`src/rtl/hazard_control_if.sv`:
```
// ============================================================================
// Module      : hazard_control_if
// Description : Hazard-control signal bundle between pipeline datapath and
//               the stall/flush controller.
// Revision    : 1.0 - initial release
// ============================================================================
`default_nettype none

interface hazard_control_if;
  logic [2:0]  id_src1;
  logic [2:0]  id_src2;
  logic        id_src1_used;
  logic        id_src2_used;
  logic        ex_valid;
  logic        ex_mem_read;
  logic        ex_load_regfile;
  logic [2:0]  ex_dest;
  logic        imem_read;
  logic        imem_resp;
  logic        dmem_req;
  logic        dmem_resp;
  logic        mem_indirect;
  logic        mem_br_taken;
  logic        load_pc;
  logic        load_if_id;
  logic        load_id_ex;
  logic        load_ex_mem;
  logic        load_mem_wb;
  logic        flush_if_id;
  logic        flush_id_ex;
  logic        flush_ex_mem;
  logic        indirect_phase;
  logic [15:0] stall_cycles;

  modport master (
    output id_src1, id_src2, id_src1_used, id_src2_used,
    output ex_valid, ex_mem_read, ex_load_regfile, ex_dest,
    output imem_read, imem_resp, dmem_req, dmem_resp,
    output mem_indirect, mem_br_taken,
    input  load_pc, load_if_id, load_id_ex, load_ex_mem, load_mem_wb,
    input  flush_if_id, flush_id_ex, flush_ex_mem,
    input  indirect_phase, stall_cycles
  );

  modport slave (
    input  id_src1, id_src2, id_src1_used, id_src2_used,
    input  ex_valid, ex_mem_read, ex_load_regfile, ex_dest,
    input  imem_read, imem_resp, dmem_req, dmem_resp,
    input  mem_indirect, mem_br_taken,
    output load_pc, load_if_id, load_id_ex, load_ex_mem, load_mem_wb,
    output flush_if_id, flush_id_ex, flush_ex_mem,
    output indirect_phase, stall_cycles
  );
endinterface

`default_nettype wire

```
`src/rtl/hazard_control.sv`:
```
// ============================================================================
// Module      : hazard_control
// Description : LC-3b five-stage pipeline stall/flush controller with
//               indirect-access sequencing and a saturating stall counter.
// Revision    : 1.0 - initial release
// ============================================================================
`default_nettype none

module hazard_control (
  input  wire logic       clk,
  input  wire logic       rst,
  hazard_control_if.slave hc
);

  typedef enum logic [0:0] {
    S_RUN  = 1'b0,
    S_IND2 = 1'b1
  } state_t;

  state_t      r_state;
  state_t      w_state_next;
  logic [15:0] r_stall_cycles;

  logic w_mem_busy;
  logic w_load_use;
  logic w_load_pc;
  logic w_load_if_id;
  logic w_load_id_ex;
  logic w_load_ex_mem;
  logic w_load_mem_wb;
  logic w_flush_if_id;
  logic w_flush_id_ex;
  logic w_flush_ex_mem;
  logic w_indirect_phase;

  // The first indirect access is never a completion: it only fetches the pointer.
  assign w_mem_busy = (hc.imem_read & ~hc.imem_resp)
                    | (hc.dmem_req  & ~hc.dmem_resp)
                    | ((r_state == S_RUN) & hc.mem_indirect & hc.dmem_req);

  assign w_load_use = hc.ex_valid & hc.ex_mem_read & hc.ex_load_regfile
                    & ((hc.id_src1_used & (hc.id_src1 == hc.ex_dest))
                     | (hc.id_src2_used & (hc.id_src2 == hc.ex_dest)));

  always_ff @(posedge clk) begin
    if (rst) begin
      r_state <= S_RUN;
    end else begin
      r_state <= w_state_next;
    end
  end

  always_comb begin
    w_state_next     = r_state;
    w_load_pc        = 1'b1;
    w_load_if_id     = 1'b1;
    w_load_id_ex     = 1'b1;
    w_load_ex_mem    = 1'b1;
    w_load_mem_wb    = 1'b1;
    w_flush_if_id    = 1'b0;
    w_flush_id_ex    = 1'b0;
    w_flush_ex_mem   = 1'b0;
    w_indirect_phase = (r_state == S_IND2);

    case (r_state)
      S_RUN: begin
        if (hc.mem_indirect && hc.dmem_req && hc.dmem_resp) begin
          w_state_next = S_IND2;
        end
      end
      S_IND2: begin
        if (hc.dmem_req && hc.dmem_resp) begin
          w_state_next = S_RUN;
        end
      end
      default: w_state_next = S_RUN;
    endcase

    if (rst) begin
      w_load_pc        = 1'b0;
      w_load_if_id     = 1'b0;
      w_load_id_ex     = 1'b0;
      w_load_ex_mem    = 1'b0;
      w_load_mem_wb    = 1'b0;
      w_flush_if_id    = 1'b1;
      w_flush_id_ex    = 1'b1;
      w_flush_ex_mem   = 1'b1;
      w_indirect_phase = 1'b0;
    end else if (w_mem_busy) begin
      w_load_pc     = 1'b0;
      w_load_if_id  = 1'b0;
      w_load_id_ex  = 1'b0;
      w_load_ex_mem = 1'b0;
      w_load_mem_wb = 1'b0;
    end else if (hc.mem_br_taken) begin
      w_flush_if_id  = 1'b1;
      w_flush_id_ex  = 1'b1;
      w_flush_ex_mem = 1'b1;
    end else if (w_load_use) begin
      w_load_pc     = 1'b0;
      w_load_if_id  = 1'b0;
      w_flush_id_ex = 1'b1;
    end
  end

  always_ff @(posedge clk) begin
    if (rst) begin
      r_stall_cycles <= 16'h0000;
    end else if (!w_load_pc && (r_stall_cycles != 16'hFFFF)) begin
      r_stall_cycles <= r_stall_cycles + 16'h0001;
    end
  end

  assign hc.load_pc        = w_load_pc;
  assign hc.load_if_id     = w_load_if_id;
  assign hc.load_id_ex     = w_load_id_ex;
  assign hc.load_ex_mem    = w_load_ex_mem;
  assign hc.load_mem_wb    = w_load_mem_wb;
  assign hc.flush_if_id    = w_flush_if_id;
  assign hc.flush_id_ex    = w_flush_id_ex;
  assign hc.flush_ex_mem   = w_flush_ex_mem;
  assign hc.indirect_phase = w_indirect_phase;
  assign hc.stall_cycles   = r_stall_cycles;

endmodule

`default_nettype wire

```
`src/flat_wrapper.sv`:
```
// flat-port wrapper written by rule: the top's interface ports become plain ports
module hazard_control_flat 
  (clk, rst, hc_id_src1, hc_id_src2, hc_id_src1_used, hc_id_src2_used, hc_ex_valid, hc_ex_mem_read, hc_ex_load_regfile, hc_ex_dest, hc_imem_read, hc_imem_resp, hc_dmem_req, hc_dmem_resp, hc_mem_indirect, hc_mem_br_taken, hc_load_pc, hc_load_if_id, hc_load_id_ex, hc_load_ex_mem, hc_load_mem_wb, hc_flush_if_id, hc_flush_id_ex, hc_flush_ex_mem, hc_indirect_phase, hc_stall_cycles);
  hazard_control_if hc_i ();
  input  wire logic clk;
  input  wire logic rst;
  input wire logic [$bits(hc_i.id_src1)-1:0] hc_id_src1;
  input wire logic [$bits(hc_i.id_src2)-1:0] hc_id_src2;
  input wire logic [$bits(hc_i.id_src1_used)-1:0] hc_id_src1_used;
  input wire logic [$bits(hc_i.id_src2_used)-1:0] hc_id_src2_used;
  input wire logic [$bits(hc_i.ex_valid)-1:0] hc_ex_valid;
  input wire logic [$bits(hc_i.ex_mem_read)-1:0] hc_ex_mem_read;
  input wire logic [$bits(hc_i.ex_load_regfile)-1:0] hc_ex_load_regfile;
  input wire logic [$bits(hc_i.ex_dest)-1:0] hc_ex_dest;
  input wire logic [$bits(hc_i.imem_read)-1:0] hc_imem_read;
  input wire logic [$bits(hc_i.imem_resp)-1:0] hc_imem_resp;
  input wire logic [$bits(hc_i.dmem_req)-1:0] hc_dmem_req;
  input wire logic [$bits(hc_i.dmem_resp)-1:0] hc_dmem_resp;
  input wire logic [$bits(hc_i.mem_indirect)-1:0] hc_mem_indirect;
  input wire logic [$bits(hc_i.mem_br_taken)-1:0] hc_mem_br_taken;
  output wire logic [$bits(hc_i.load_pc)-1:0] hc_load_pc;
  output wire logic [$bits(hc_i.load_if_id)-1:0] hc_load_if_id;
  output wire logic [$bits(hc_i.load_id_ex)-1:0] hc_load_id_ex;
  output wire logic [$bits(hc_i.load_ex_mem)-1:0] hc_load_ex_mem;
  output wire logic [$bits(hc_i.load_mem_wb)-1:0] hc_load_mem_wb;
  output wire logic [$bits(hc_i.flush_if_id)-1:0] hc_flush_if_id;
  output wire logic [$bits(hc_i.flush_id_ex)-1:0] hc_flush_id_ex;
  output wire logic [$bits(hc_i.flush_ex_mem)-1:0] hc_flush_ex_mem;
  output wire logic [$bits(hc_i.indirect_phase)-1:0] hc_indirect_phase;
  output wire logic [$bits(hc_i.stall_cycles)-1:0] hc_stall_cycles;
  assign hc_i.id_src1 = hc_id_src1;
  assign hc_i.id_src2 = hc_id_src2;
  assign hc_i.id_src1_used = hc_id_src1_used;
  assign hc_i.id_src2_used = hc_id_src2_used;
  assign hc_i.ex_valid = hc_ex_valid;
  assign hc_i.ex_mem_read = hc_ex_mem_read;
  assign hc_i.ex_load_regfile = hc_ex_load_regfile;
  assign hc_i.ex_dest = hc_ex_dest;
  assign hc_i.imem_read = hc_imem_read;
  assign hc_i.imem_resp = hc_imem_resp;
  assign hc_i.dmem_req = hc_dmem_req;
  assign hc_i.dmem_resp = hc_dmem_resp;
  assign hc_i.mem_indirect = hc_mem_indirect;
  assign hc_i.mem_br_taken = hc_mem_br_taken;
  assign hc_load_pc = hc_i.load_pc;
  assign hc_load_if_id = hc_i.load_if_id;
  assign hc_load_id_ex = hc_i.load_id_ex;
  assign hc_load_ex_mem = hc_i.load_ex_mem;
  assign hc_load_mem_wb = hc_i.load_mem_wb;
  assign hc_flush_if_id = hc_i.flush_if_id;
  assign hc_flush_id_ex = hc_i.flush_id_ex;
  assign hc_flush_ex_mem = hc_i.flush_ex_mem;
  assign hc_indirect_phase = hc_i.indirect_phase;
  assign hc_stall_cycles = hc_i.stall_cycles;
  hazard_control u_core (.clk(clk), .rst(rst), .hc(hc_i));
endmodule
```
`config.mk`:
```
export PLATFORM = sky130hd
export DESIGN_NAME = hazard_control_flat
export DESIGN_NICKNAME = d
export VERILOG_FILES = /design/src/rtl/hazard_control_if.sv /design/src/rtl/hazard_control.sv /design/src/flat_wrapper.sv
export SDC_FILE = /design/constraint.sdc
export NUM_CORES = 1
export LEC_CHECK = 0
export ABC_CLOCK_PERIOD_IN_PS = 2100
export BUFFER_PORTS_ARGS = -buffer_cell sky130_fd_sc_hd__buf_2
export CORE_MARGIN = 2
export CORE_UTILIZATION = 35
export CTS_BUF_LIST = sky130_fd_sc_hd__clkbuf_8
export CTS_CLUSTER_DIAMETER = 80
export CTS_CLUSTER_SIZE = 10
export DETAILED_ROUTE_END_ITERATION = 10
export GPL_TIMING_DRIVEN = 0
export PLACE_DENSITY = 0.67
export SYNTH_ARGS = -nofsm -noshare
export SYNTH_HDL_FRONTEND = slang
export SYNTH_SLANG_ARGS = --single-unit
```
`constraint.sdc`:
```
create_clock -name clk -period 2.1 [get_ports clk]
set_input_delay 0.42 -clock clk [delete_from_list [all_inputs] [get_ports clk]]
set_output_delay 0.42 -clock clk [all_outputs]
set_load 0.01 [all_outputs]
```
# ---- Yosys cells after proc, flatten, opt, wreduce, memory -nomap -nowiden
# Index checks and enable logic that the tools add are counted.
dict set report totals {
  regBits 17
  output_inout_bits 25
  elab_cells 43
}
dict set report classes {
  addsub 1
  n_eq_ne 3
  mux 17
  n_bitwise 15
  reduce_logical 5
}
# operator count
set ops {}
lappend ops {{adder 16 x 1 -> 16 bit, second input constant} 1}
lappend ops {{two-way mux 1 bit} 16}
lappend ops {{!= test 16 bit, second input constant} 1}
lappend ops {{bitwise AND 1 bit} 9}
lappend ops {{== test 3 bit} 2}
lappend ops {{logical AND 1 bit} 4}
lappend ops {{NOT 1 bit} 3}
lappend ops {{OR 1 bit} 3}
lappend ops {{one-hot mux 1 bit (2 select lines)} 1}
lappend ops {{zero test 1 bit} 1}

# ---- Longest topological paths before layout
# Gate-level depths: netlist (run 1).
dict set report logic_depth {
  word_depth 10
  depth_mapped 8
  ltp_nobuf 6
}

# ---- Worst setup path after synthesis (run 1)
# No wires, ideal clock.
dict set report synth_timing {
  path_kind {flip-flop to flip-flop}
  from {register u_core.r_stall_cycles[7], in the netlist u_core.hc.stall_cycles[7]}
  to {register u_core.r_stall_cycles[1], in the netlist u_core.hc.stall_cycles[1]}
  setup_time_ns 0.128
  t_arrival_ns 1.844
  path_slack_ns 0.128
  stages_incl_launch_ff 9
  cell_sequence {dfxtp_1 > nand4_2 > or4b_4 > nor4_2 > a21o_1 > buf_6 > buf_6 > mux2i_1 > nor2_1}
}
dict set report synth_via {
  elab_chain_len 2
}
# element line
set synth_lines {}
lappend synth_lines {{start: declaration} hazard_control.sv:22} ;# logic [15:0] r_stall_cycles;
lappend synth_lines {{start signal: assignment} hazard_control.sv:110} ;# r_stall_cycles <= r_stall_cycles + 16'h0001;
lappend synth_lines {{!= test 16 bit} hazard_control.sv:109} ;# end else if (!w_load_pc && (r_stall_cycles != 16'hFFFF)) begin
lappend synth_lines {{logical AND 1 bit} hazard_control.sv:109}
# No other way between the ends.
# A chain may end at the register's enable or synchronous reset.

# ---- Worst setup path after layout (run 1)
dict set report layout_timing {
  from {register u_core.r_state}
  to {output hc_load_pc}
}
dict set report layout_via {
  elab_chain_len 6
}
# element line
set layout_lines {}
lappend layout_lines {{start: declaration} hazard_control.sv:20} ;# state_t r_state;
lappend layout_lines {{start signal: assignment} hazard_control.sv:49} ;# r_state <= w_state_next;
lappend layout_lines {{NOT 1 bit} hazard_control.sv:39} ;# | ((r_state == S_RUN) & hc.mem_indirect & hc.dmem_req);
lappend layout_lines {{bitwise AND 1 bit (2 in a row)} hazard_control.sv:39}
lappend layout_lines {{OR 1 bit} hazard_control.sv:39}
lappend layout_lines {{two-way mux 1 bit} hazard_control.sv:89} ;# end else if (w_mem_busy) begin
lappend layout_lines {{two-way mux 1 bit} hazard_control.sv:79} ;# if (rst) begin
lappend layout_lines {{end: declaration} flat_wrapper.sv:21} ;# output wire logic [$bits(hc_i.load_pc)-1:0] hc_load_pc;
# No other way between the ends.

==> results_dict.tcl, run 1 <==
set metrics [dict create \
    initial_core_util_pct 36.9 \
    finalHoldViolCount 0 \
    critPathMaxStageDelay_ns 0.35 \
    synth.yosys.seq_area_share_pct 33.2 \
    muxShareOfSynthArea_pct 2.07 \
    wl_per_cell_um 12.5 \
    cts-root-buf "clkbuf_8" \
    worst_path_max_delay_cell "dfxtp_1" \
    synth_compound_area_share_pct 18.7 \
    vias 1119 \
    cts_tree "built" \
    synth_top_family_by_area "simple AND/OR/NAND/NOR gates" \
    cts.sinks 17 \
    fp.dieH_um 58.1 \
    yosys_most_used_dff "dfxtp_1" \
    synth-async-reset-ratio_pct 0 \
    synth-edff-count 0 \
    cts_max_level 1 \
    relSlewSlack_pct 69.1 \
    final_antenna_net_count 0 \
    diodes 0 \
    p_leak_nw 0.628 \
    drv_cap 0 \
    path_cells "nand2b_1, nand2_1, a211oi_4, and2_1, buf_4, buf_2" \
    via_per_inst 5.35 \
    first_iter_violations 27 \
    rsz0062_at_grt "true" \
    synth_area_per_cell_sq_um 8.14 \
    synth_area_leaders "dfxtp_1, a21oi_1, xnor2_1" \
    synth_most_common_cell "dfxtp_1" \
    skew_ns 0.00237 \
    fin_nets 202 \
    synth_simple_gate_area_share_pct 29.4 \
    fp-row-count 19 \
    areaGrowthSynthToFinish_pct 37.7 \
    end_kind "primary output" \
    clkTransAtPathRegs_ns 0.07 \
    synth_xor_area_share_pct 5.98 \
    finalSetupViolCount 0 \
    period_needed_ns 2.00 \
    layout.cells.non_filler 209 \
    slew_violations 0 \
    fin_crit_sh_pct 95.2 \
    status "finished clean" \
    synth_top_area_cell "dfxtp_1" \
    arrival_ns 1.58 \
    grt_pass1_wl_um 4220 \
    ys_ff_latch 17 \
    drt_pre_antenna_iters 4 \
    synth_common_cells "dfxtp_1, a21oi_1, nand2_1, or3_1" \
    ys_types 32 \
    numCtsBuffers 3 \
    startpoint "u_core.r_state" \
    cp.required_ns 1.68 \
    synthAdderAreaFrac_pct 1.22 \
    cp-endpoint "hc_load_pc" \
    power_density_nw_per_um2 516 \
    core-area_sq_um 2780 \
    crit_path_start_kind "flop" \
    path_class "reg -> out" \
    r2r_setup_slack_ns 0.11 \
    grt_pass1_vias 1012 \
    hp-class "in -> reg" \
    yosysTopAreaCellShare_pct 33.2 \
    met1_length_um 1060 \
    top_layer "met4" \
    netlist_area_sq_um 1030 \
    cp_max_fo 5 \
    timing.fmax_mhz 500 \
    post-route-util_pct 50.8 \
    syn_nets 149 \
    timing.rr.start "u_core.hc.stall_cycles[9]" \
    worst_pin_slew_ns 0.464 \
    yosys_warnings 0 \
    drive_above_1_share_pct 38.8 \
    wl_met3_um 158 \
    routed_wl_um 2620 \
    drc 0 \
    die_w_um 58.1 \
    dp_hpwl_um 2010 \
    synthCells 126 \
    gr-total-overflow 0 \
    gp_congestion 0.773 \
    rr_worst_depth 8 \
    ir_worst_vdd_mv 0.635 \
    clk_path_buf_depth 2 \
    io_buffer_count 46 \
    dieArea_sq_um 3380 \
    numPlacedInstances 203 \
    antenna_found_initial 0 \
    reg2reg_to "u_core.hc.stall_cycles[1]" \
    clk-insertion-delay-late_ns 0.26 \
    met2_wirelength_um 1380 \
    gr-usage-all-layers_pct 15.9 \
    grt_max_degree 12 \
    ios 47 \
]
placed cells by master (no fill, tap or decap), types with 2 or more instances in the layout:
cell	count
buf_2	46
a21oi_1	15
dfxtp_1	13
nand2_1	8
or3_1	7
nand3_1	6
inv_1	6
or4_1	6
buf_4	6
nor2b_1	5
xnor2_1	5
o31ai_1	5
o21ai_1	5
nor2_1	4
nand4_1	3
and2_1	3
clkbuf_1	3
a21o_1	3
o21ai_0	3
clkbuf_8	3
dfxtp_4	3
and3_1	2
buf_6	2
worst max-delay path, delay by kind of cell (launching register included):
kind,cells,cell delay (ns)
compound gates,1,0.33
flops,1,0.35
buf+inv,2,0.21
simple gates,3,0.43
routing by layer:
metal  track usage [%]  up-vias
li1                  -      556
met1              17.1      531
met2              30.0       28
met3              4.91        4
met4              3.99        0
met5                 0        -
per-stage QoR:
stage	hold slack, ns	TNS (ns)	worst slack (ns)	cell area [sq um]	total power, mW
floorplan	0.440	0	0.128	1030	0.420
global placement	0.454	-0.0457	-0.0457	1290	0.469
detailed placement	0.479	-0.304	-0.101	1290	0.474
CTS	0.463	0	0.0350	1350	0.737
global route	0.508	-0.0234	-0.0213	1410	0.768
finish	0.476	0	0.100	1410	0.729
power breakdown:
| part | total [mW] | switching [mW] | internal, mW | leakage [nW] |
|---|---|---|---|---|
| logic | 0.137 | 0.0669 | 0.0697 | 0.465 |
| registers | 0.335 | 0.00909 | 0.326 | 0.140 |
| clock network | 0.257 | 0.123 | 0.134 | 0.0217 |
| total | 0.729 | 0.199 | 0.530 | 0.628 |
repair_timing:
item | in CTS | in global routing
buffers inserted | 0 | 2
hold buffers | 0 | 0
pin swaps | 0 | 2
setup endpoints to repair | 5 | 5
resized for setup | 4 | 9
final cells by class:
| cell class | count | area (sq um) |
|---|---|---|
| Clock buffer | 3 | 41.3 |
| Multi-Input combinational cell | 93 | 626 |
| Inverter | 6 | 22.5 |
| Clock inverter | 1 | 7.51 |
| Sequential cell | 17 | 353 |
| Timing Repair Buffer | 48 | 245 |
| Buffer | 10 | 78.8 |
| Tap cell | 31 | 38.8 |
| Fill cell | 281 | 1370 |
worst min path at each step:
stage,startpoint,to,slack (ns),depth (start not counted)
3_3_place_gp,u_core.r_state,u_core.r_state,0.45,2
5_1_grt,rst,u_core.hc.stall_cycles[6],0.51,3
6_report,hc_dmem_resp,u_core.r_state,0.48,4
4_1_cts,rst,u_core.hc.stall_cycles[6],0.46,3
2_1_floorplan,u_core.r_state,u_core.r_state,0.44,2
3_5_place_dp,u_core.r_state,u_core.r_state,0.48,2
cells by family after synthesis:
group           Yosys count
buf+inv                  16
fa+ha+maj                 1
flops                    17
xor+xnor                  7
mux                       2
simple gates             50
compound gates           33
sequential cells by signal, indices dropped and copies added (netlist names):
signal                  flops
u_core.r_state              1
u_core.hc.stall_cycles     16
Note: power is estimated with default switching activity, not from simulation.
==> run 2, diff against run 1 <==
CORE_UTILIZATION = 30   (was 35)
PLACE_DENSITY = 0.59   (was 0.67)
==> run 2 against run 1 <==
  * Sequential power is essentially flat
  * Highest routed layer unchanged
  * Power shrank 1.6%
  * Critical path depth is 1 higher
  * Critical path type is now in -> out
  * Largest cell class unchanged
  * Largest power group unchanged
  * Combinational power is 4% higher
  * Sequential share of layout area is 0.20 points lower
  * First-iteration DRC count unchanged
==> results_dict.tcl, run 2 (same netlist as run 1, synthesis figures left out) <==
set metrics [dict create \
    gp_congestion 0.769 \
    stdcell_area_sq_um 1430 \
    rsz0062_at_grt "false" \
    timing.fmax_mhz 492 \
    finalSetupViolCount 0 \
    clk-insertion-delay-late_ns 0.25 \
    period_needed_ns 2.03 \
    vias 1104 \
    numCtsBuffers 3 \
    fp-row-count 21 \
    cts_tree "built" \
    crit_path_start_kind "input port" \
    ios 47 \
    gr-usage-all-layers_pct 14.6 \
    finalHoldViolCount 0 \
    critPathMaxStageDelay_ns 0.33 \
    via_per_inst 4.93 \
    placed_area_sq_um 1310 \
    core-area_sq_um 3310 \
    skew_ns 0.00143 \
    cp.required_ns 1.68 \
    fin_tns_setup_ns 0 \
    antenna_found_initial 0 \
    arrival_ns 1.61 \
    routed_wl_um 2880 \
    fill_cells 349 \
    timing.rr.start "u_core.hc.stall_cycles[8]" \
    drive_above_1_share_pct 39.9 \
    r2r_setup_slack_ns 0.13 \
    largest_reg_flops 16 \
    min_to "u_core.r_state" \
    rr_worst_depth 8 \
    gr-total-overflow 0 \
    final_common_cell "buf_2" \
    cpMostUsedCell "buf_2" \
    slew_violations 0 \
    fin_crit_sh_pct 96.8 \
    drc 0 \
    grt_pass1_vias 1045 \
    cts_max_level 1 \
    clk_path_buf_depth 2 \
    path_cells "buf_2, xnor2_1, nand4_1, a211o_1, and2_1, buf_4, buf_2" \
    dieArea_sq_um 3900 \
    min_from "u_core.r_state" \
    status "finished clean" \
    end_kind "primary output" \
    clkTransAtPathRegs_ns 0.07 \
    worst_path_max_delay_cell "a211o_1" \
    cts_hold_buf 0 \
    fin_nets 202 \
    mostFrequentLayoutCells "buf_2, a21oi_1, dfxtp_1, nand2_1" \
    worst_pin_slew_ns 0.507 \
    drv_cap 0 \
    p_leak_nw 0.638 \
    dp_hpwl_um 2120 \
    cp_max_fo 2 \
    die_w_um 62.5 \
    areaGrowthSynthToFinish_pct 39.8 \
    grt_max_degree 11 \
    cts.sinks 17 \
    wl_per_cell_um 12.9 \
    final_antenna_net_count 0 \
    fp.dieH_um 62.5 \
    holdWs_ns 0.467 \
    initial_core_util_pct 31.0 \
    drt_pre_antenna_iters 4 \
    cts-root-buf "clkbuf_8" \
    diodes 0 \
    p_total_mw 0.717 \
    hp-class "reg -> reg" \
    reg2reg_to "u_core.hc.stall_cycles[1]" \
    min_path_cells 2 \
    first_iter_violations 27 \
    relSlewSlack_pct 66.2 \
    io_buffer_count 46 \
    ir_worst_vdd_mv 0.392 \
    power_density_nw_per_um2 500 \
    grt_pass1_wl_um 4710 \
    path_class "in -> out" \
]
## run 2: cell types whose count changed in the layout (fill, tap and decap cells not counted), sizes merged
cell / change
clkinvlp: -1
inv: +1
## run 2: power by group
group	total, mW	leakage [nW]	internal (mW)	switching (mW)
Clock	0.240	0.0269	0.130	0.111
Sequential	0.335	0.142	0.326	0.00890
Combinational	0.142	0.470	0.0699	0.0719
Total	0.717	0.638	0.526	0.192
## run 2: cell type report
type | count | area (sq um) | area share [%]
clock inverter | 1 | 3.75 | 0.262
timing repair buffer | 48 | 245 | 17.1
sequential | 17 | 355 | 24.8
clock buffer | 3 | 41.3 | 2.88
inverter | 6 | 22.5 | 1.57
multi-input combinational | 93 | 633 | 44.2
tap | 46 | 57.6 | 4.01
buffer | 10 | 75.1 | 5.24
## run 2: worst max path at each step
| stage | from | end | slack, ns | cells after the start |
|---|---|---|---|---|
| 6_report | hc_ex_dest[2] | hc_load_pc | 0.07 | 7 |
| 5_1_grt | hc_ex_dest[2] | u_core.hc.stall_cycles[15] | 0.008 | 8 |
| 4_1_cts | u_core.hc.stall_cycles[6] | u_core.hc.stall_cycles[1] | 0.03 | 8 |
| 3_5_place_dp | hc_ex_dest[0] | u_core.hc.stall_cycles[15] | -0.16 | 8 |
| 3_3_place_gp | hc_ex_dest[0] | u_core.hc.stall_cycles[15] | -0.08 | 8 |
| 2_1_floorplan | u_core.hc.stall_cycles[7] | u_core.hc.stall_cycles[1] | 0.13 | 8 |
## run 2: worst max-delay path: cells and delay by family
family | cells | cell delay (ns)
buffers and inverters | 3 | 0.38
AND/OR/NAND/NOR | 2 | 0.33
AO/OA/AOI/OAI | 1 | 0.33
XOR/XNOR | 1 | 0.16
## run 2: timing repair
item	in CTS	in global routing
resized for setup	4	11
buffers inserted	0	2
endpoints found under the setup margin	4	12
pin swaps	0	1
## run 2: stage by stage
stage / instances / util [%] / setup WS, ns
2_1_floorplan: 126 / - / 0.128
4_1_cts: 222 / 41.3 / 0.0251
3_5_place_dp: 218 / 39.7 / -0.165
5_1_grt: 224 / 43.3 / 0.00769
3_3_place_gp: 218 / 39.7 / -0.0817
6_report: 224 / 43.3 / 0.0665
## run 2: layer usage
layer | share of wire (%) | wire (um) | vias to the layer above | global-route usage [%]
met5 | 0 | 0 | - | 0
met4 | 0.45 | 13 | 0 | 3.33
met1 | 44 | 1250 | 498 | 17.6
li1 | - | - | 555 | -
met2 | 47 | 1360 | 49 | 25.9
met3 | 8.7 | 252 | 2 | 3.78
==> run 3, diff against run 2 <==
PLACE_DENSITY = 0.55   (was 0.59)
==> run 3 against run 2 <==
  * Clock skew up 0.0019 ns
  * Fmax grew 0.40%
  * Sequential power is essentially flat
  * Clock power rose by 5%
  * Setup slack better by 0.0082 ns
  * Final cell count stayed put
  * Power shrank 0.29%
==> results_dict.tcl, run 3 (same netlist as run 1, synthesis figures left out) <==
set metrics [dict create \
    cts_max_level 1 \
    min_path_cells 2 \
    final_antenna_net_count 0 \
    r2r_setup_slack_ns 0.07 \
    arrival_ns 2.16 \
    ios 47 \
    cp.required_ns 2.23 \
    fin_crit_sh_pct 96.4 \
    slew_violations 0 \
    areaGrowthSynthToFinish_pct 37.6 \
    via_per_inst 4.87 \
    layout.cells.non_filler 224 \
    placed_area_sq_um 1310 \
    met2_wirelength_um 1140 \
    drv_cap 0 \
    vias 1091 \
    fp.dieH_um 62.5 \
    crit_path_start_kind "flop" \
    top_layer "met4" \
    mostFrequentLayoutCells "buf_2, a21oi_1, dfxtp_1, nand2_1, or3_1" \
    path_class "reg -> reg" \
    status "finished clean" \
    drc 0 \
    io_buffer_count 46 \
    min_from "u_core.r_state" \
    core-area_sq_um 3310 \
    period_needed_ns 2.03 \
    wl_met3_um 224 \
    clk-insertion-delay-late_ns 0.26 \
    rr_worst_depth 8 \
    dp_hpwl_um 1970 \
    largest_reg_flops 16 \
    worst_path_max_delay_cell "or4b_4" \
    skew_ns 0.00330 \
    timing.fmax_mhz 494 \
    p_leak_nw 0.625 \
    die_w_um 62.5 \
    drt_pre_antenna_iters 4 \
    initial_core_util_pct 31.0 \
    numPlacedInstances 218 \
    critPathMaxStageDelay_ns 0.54 \
    worst_slack_ns 0.0747 \
    critPathTopFamily "simple AND/OR/NAND/NOR gates" \
    drive_above_1_share_pct 38.8 \
    diodes 0 \
    fin_tns_setup_ns 0 \
    wl_per_cell_um 12.0 \
    startpoint "u_core.hc.stall_cycles[8]" \
    met1_length_um 1280 \
    timing.rr.start "u_core.hc.stall_cycles[8]" \
    power_density_nw_per_um2 507 \
    grt_pass1_wl_um 4510 \
    final_common_cell "buf_2" \
    clkTransAtPathRegs_ns 0.07 \
    gp_congestion 0.763 \
    numCtsBuffers 3 \
    gr-total-overflow 0 \
    path_cells "nand4_4, or4b_4, nor4_4, a21o_1, buf_6, buf_6, mux2i_1, nor2_1" \
    worst_pin_slew_ns 0.508 \
    hp-class "reg -> reg" \
    grt_max_degree 11 \
    antenna_found_initial 0 \
    grt_pass1_vias 1004 \
    holdWs_ns 0.464 \
    clk_path_buf_depth 2 \
    cts.sinks 17 \
    pre_cts_ws_ns -0.113 \
    cpMostUsedCell "buf_6" \
    relSlewSlack_pct 66.2 \
    stdcell_area_sq_um 1410 \
    end_kind "flop" \
    fp-row-count 21 \
    dieArea_sq_um 3900 \
    routed_wl_um 2690 \
    cts-root-buf "clkbuf_8" \
    fin_nets 202 \
    ir_worst_vdd_mv 0.212 \
    cp_max_fo 10 \
    finalSetupViolCount 0 \
    path_depth 8 \
    crit_buf_inv 2 \
    gr-usage-all-layers_pct 14.2 \
    first_iter_violations 34 \
    cts_tree "built" \
    finalHoldViolCount 0 \
]
-- run 3: cell types whose count changed in the layout (fill, tap and decap cells not counted) --
cell / before / now
inv_1: 7 / 6
a211oi_4: 1 / 0
clkinv_2: 0 / 1
xnor2_2: 2 / 0
xnor2_1: 4 / 6
a211oi_2: 0 / 1
dfxtp_2: 3 / 2
dfxtp_1: 11 / 12
-- run 3: layout make-up --
type,instances,area (sq um)
tap,46,57.6
buffer,10,75.1
multi-input combinational,93,611
timing repair buffer,48,245
clock buffer,3,41.3
inverter,6,22.5
sequential,17,354
fill,352,1900
clock inverter,1,5.00
-- run 3: through the flow --
stage | total power, mW | utilization [%]
floorplan | 0.420 | -
global placement | 0.472 | 39.7
detailed placement | 0.475 | 39.7
CTS | 0.730 | 41.3
global route | 0.750 | 42.6
finish | 0.715 | 42.6
-- run 3: timing repair --
action | 4_1_cts | 5_1_grt
hold buffers | 0 | 0
gates resized for setup | 4 | 7
setup buffers | 0 | 2
endpoints found under the hold margin | 0 | 0
endpoints found under the setup margin | 4 | 9
cloned | 0 | 0
-- run 3: worst register-to-register path, cell delays in order (launching register included) --
cell,delay [ns]
dfxtp_4,0.38
nand4_4,0.13
or4b_4,0.54
nor4_4,0.14
a21o_1,0.17
buf_6,0.15
buf_6,0.15
mux2i_1,0.19
nor2_1,0.05
-- run 3: final timing paths --
kind,to
worst min-delay path,u_core.r_state
worst min register to register,u_core.r_state
worst max register to register,u_core.hc.stall_cycles[1]
worst max-delay path,u_core.hc.stall_cycles[1]
-- run 3: report_power, final --
| group | switching [mW] | internal (mW) | leakage [nW] |
|---|---|---|---|
| sequential | 0.00898 | 0.326 | 0.141 |
| clock | 0.119 | 0.132 | 0.0255 |
| combinational | 0.0656 | 0.0635 | 0.458 |
| total | 0.194 | 0.522 | 0.625 |
-- run 3: metal layers --
layer  track usage, %  vias up
met3             3.60        5
met4             6.67        0
met2             22.4       43
li1                 -      554
met5                0        -
met1             18.1      489
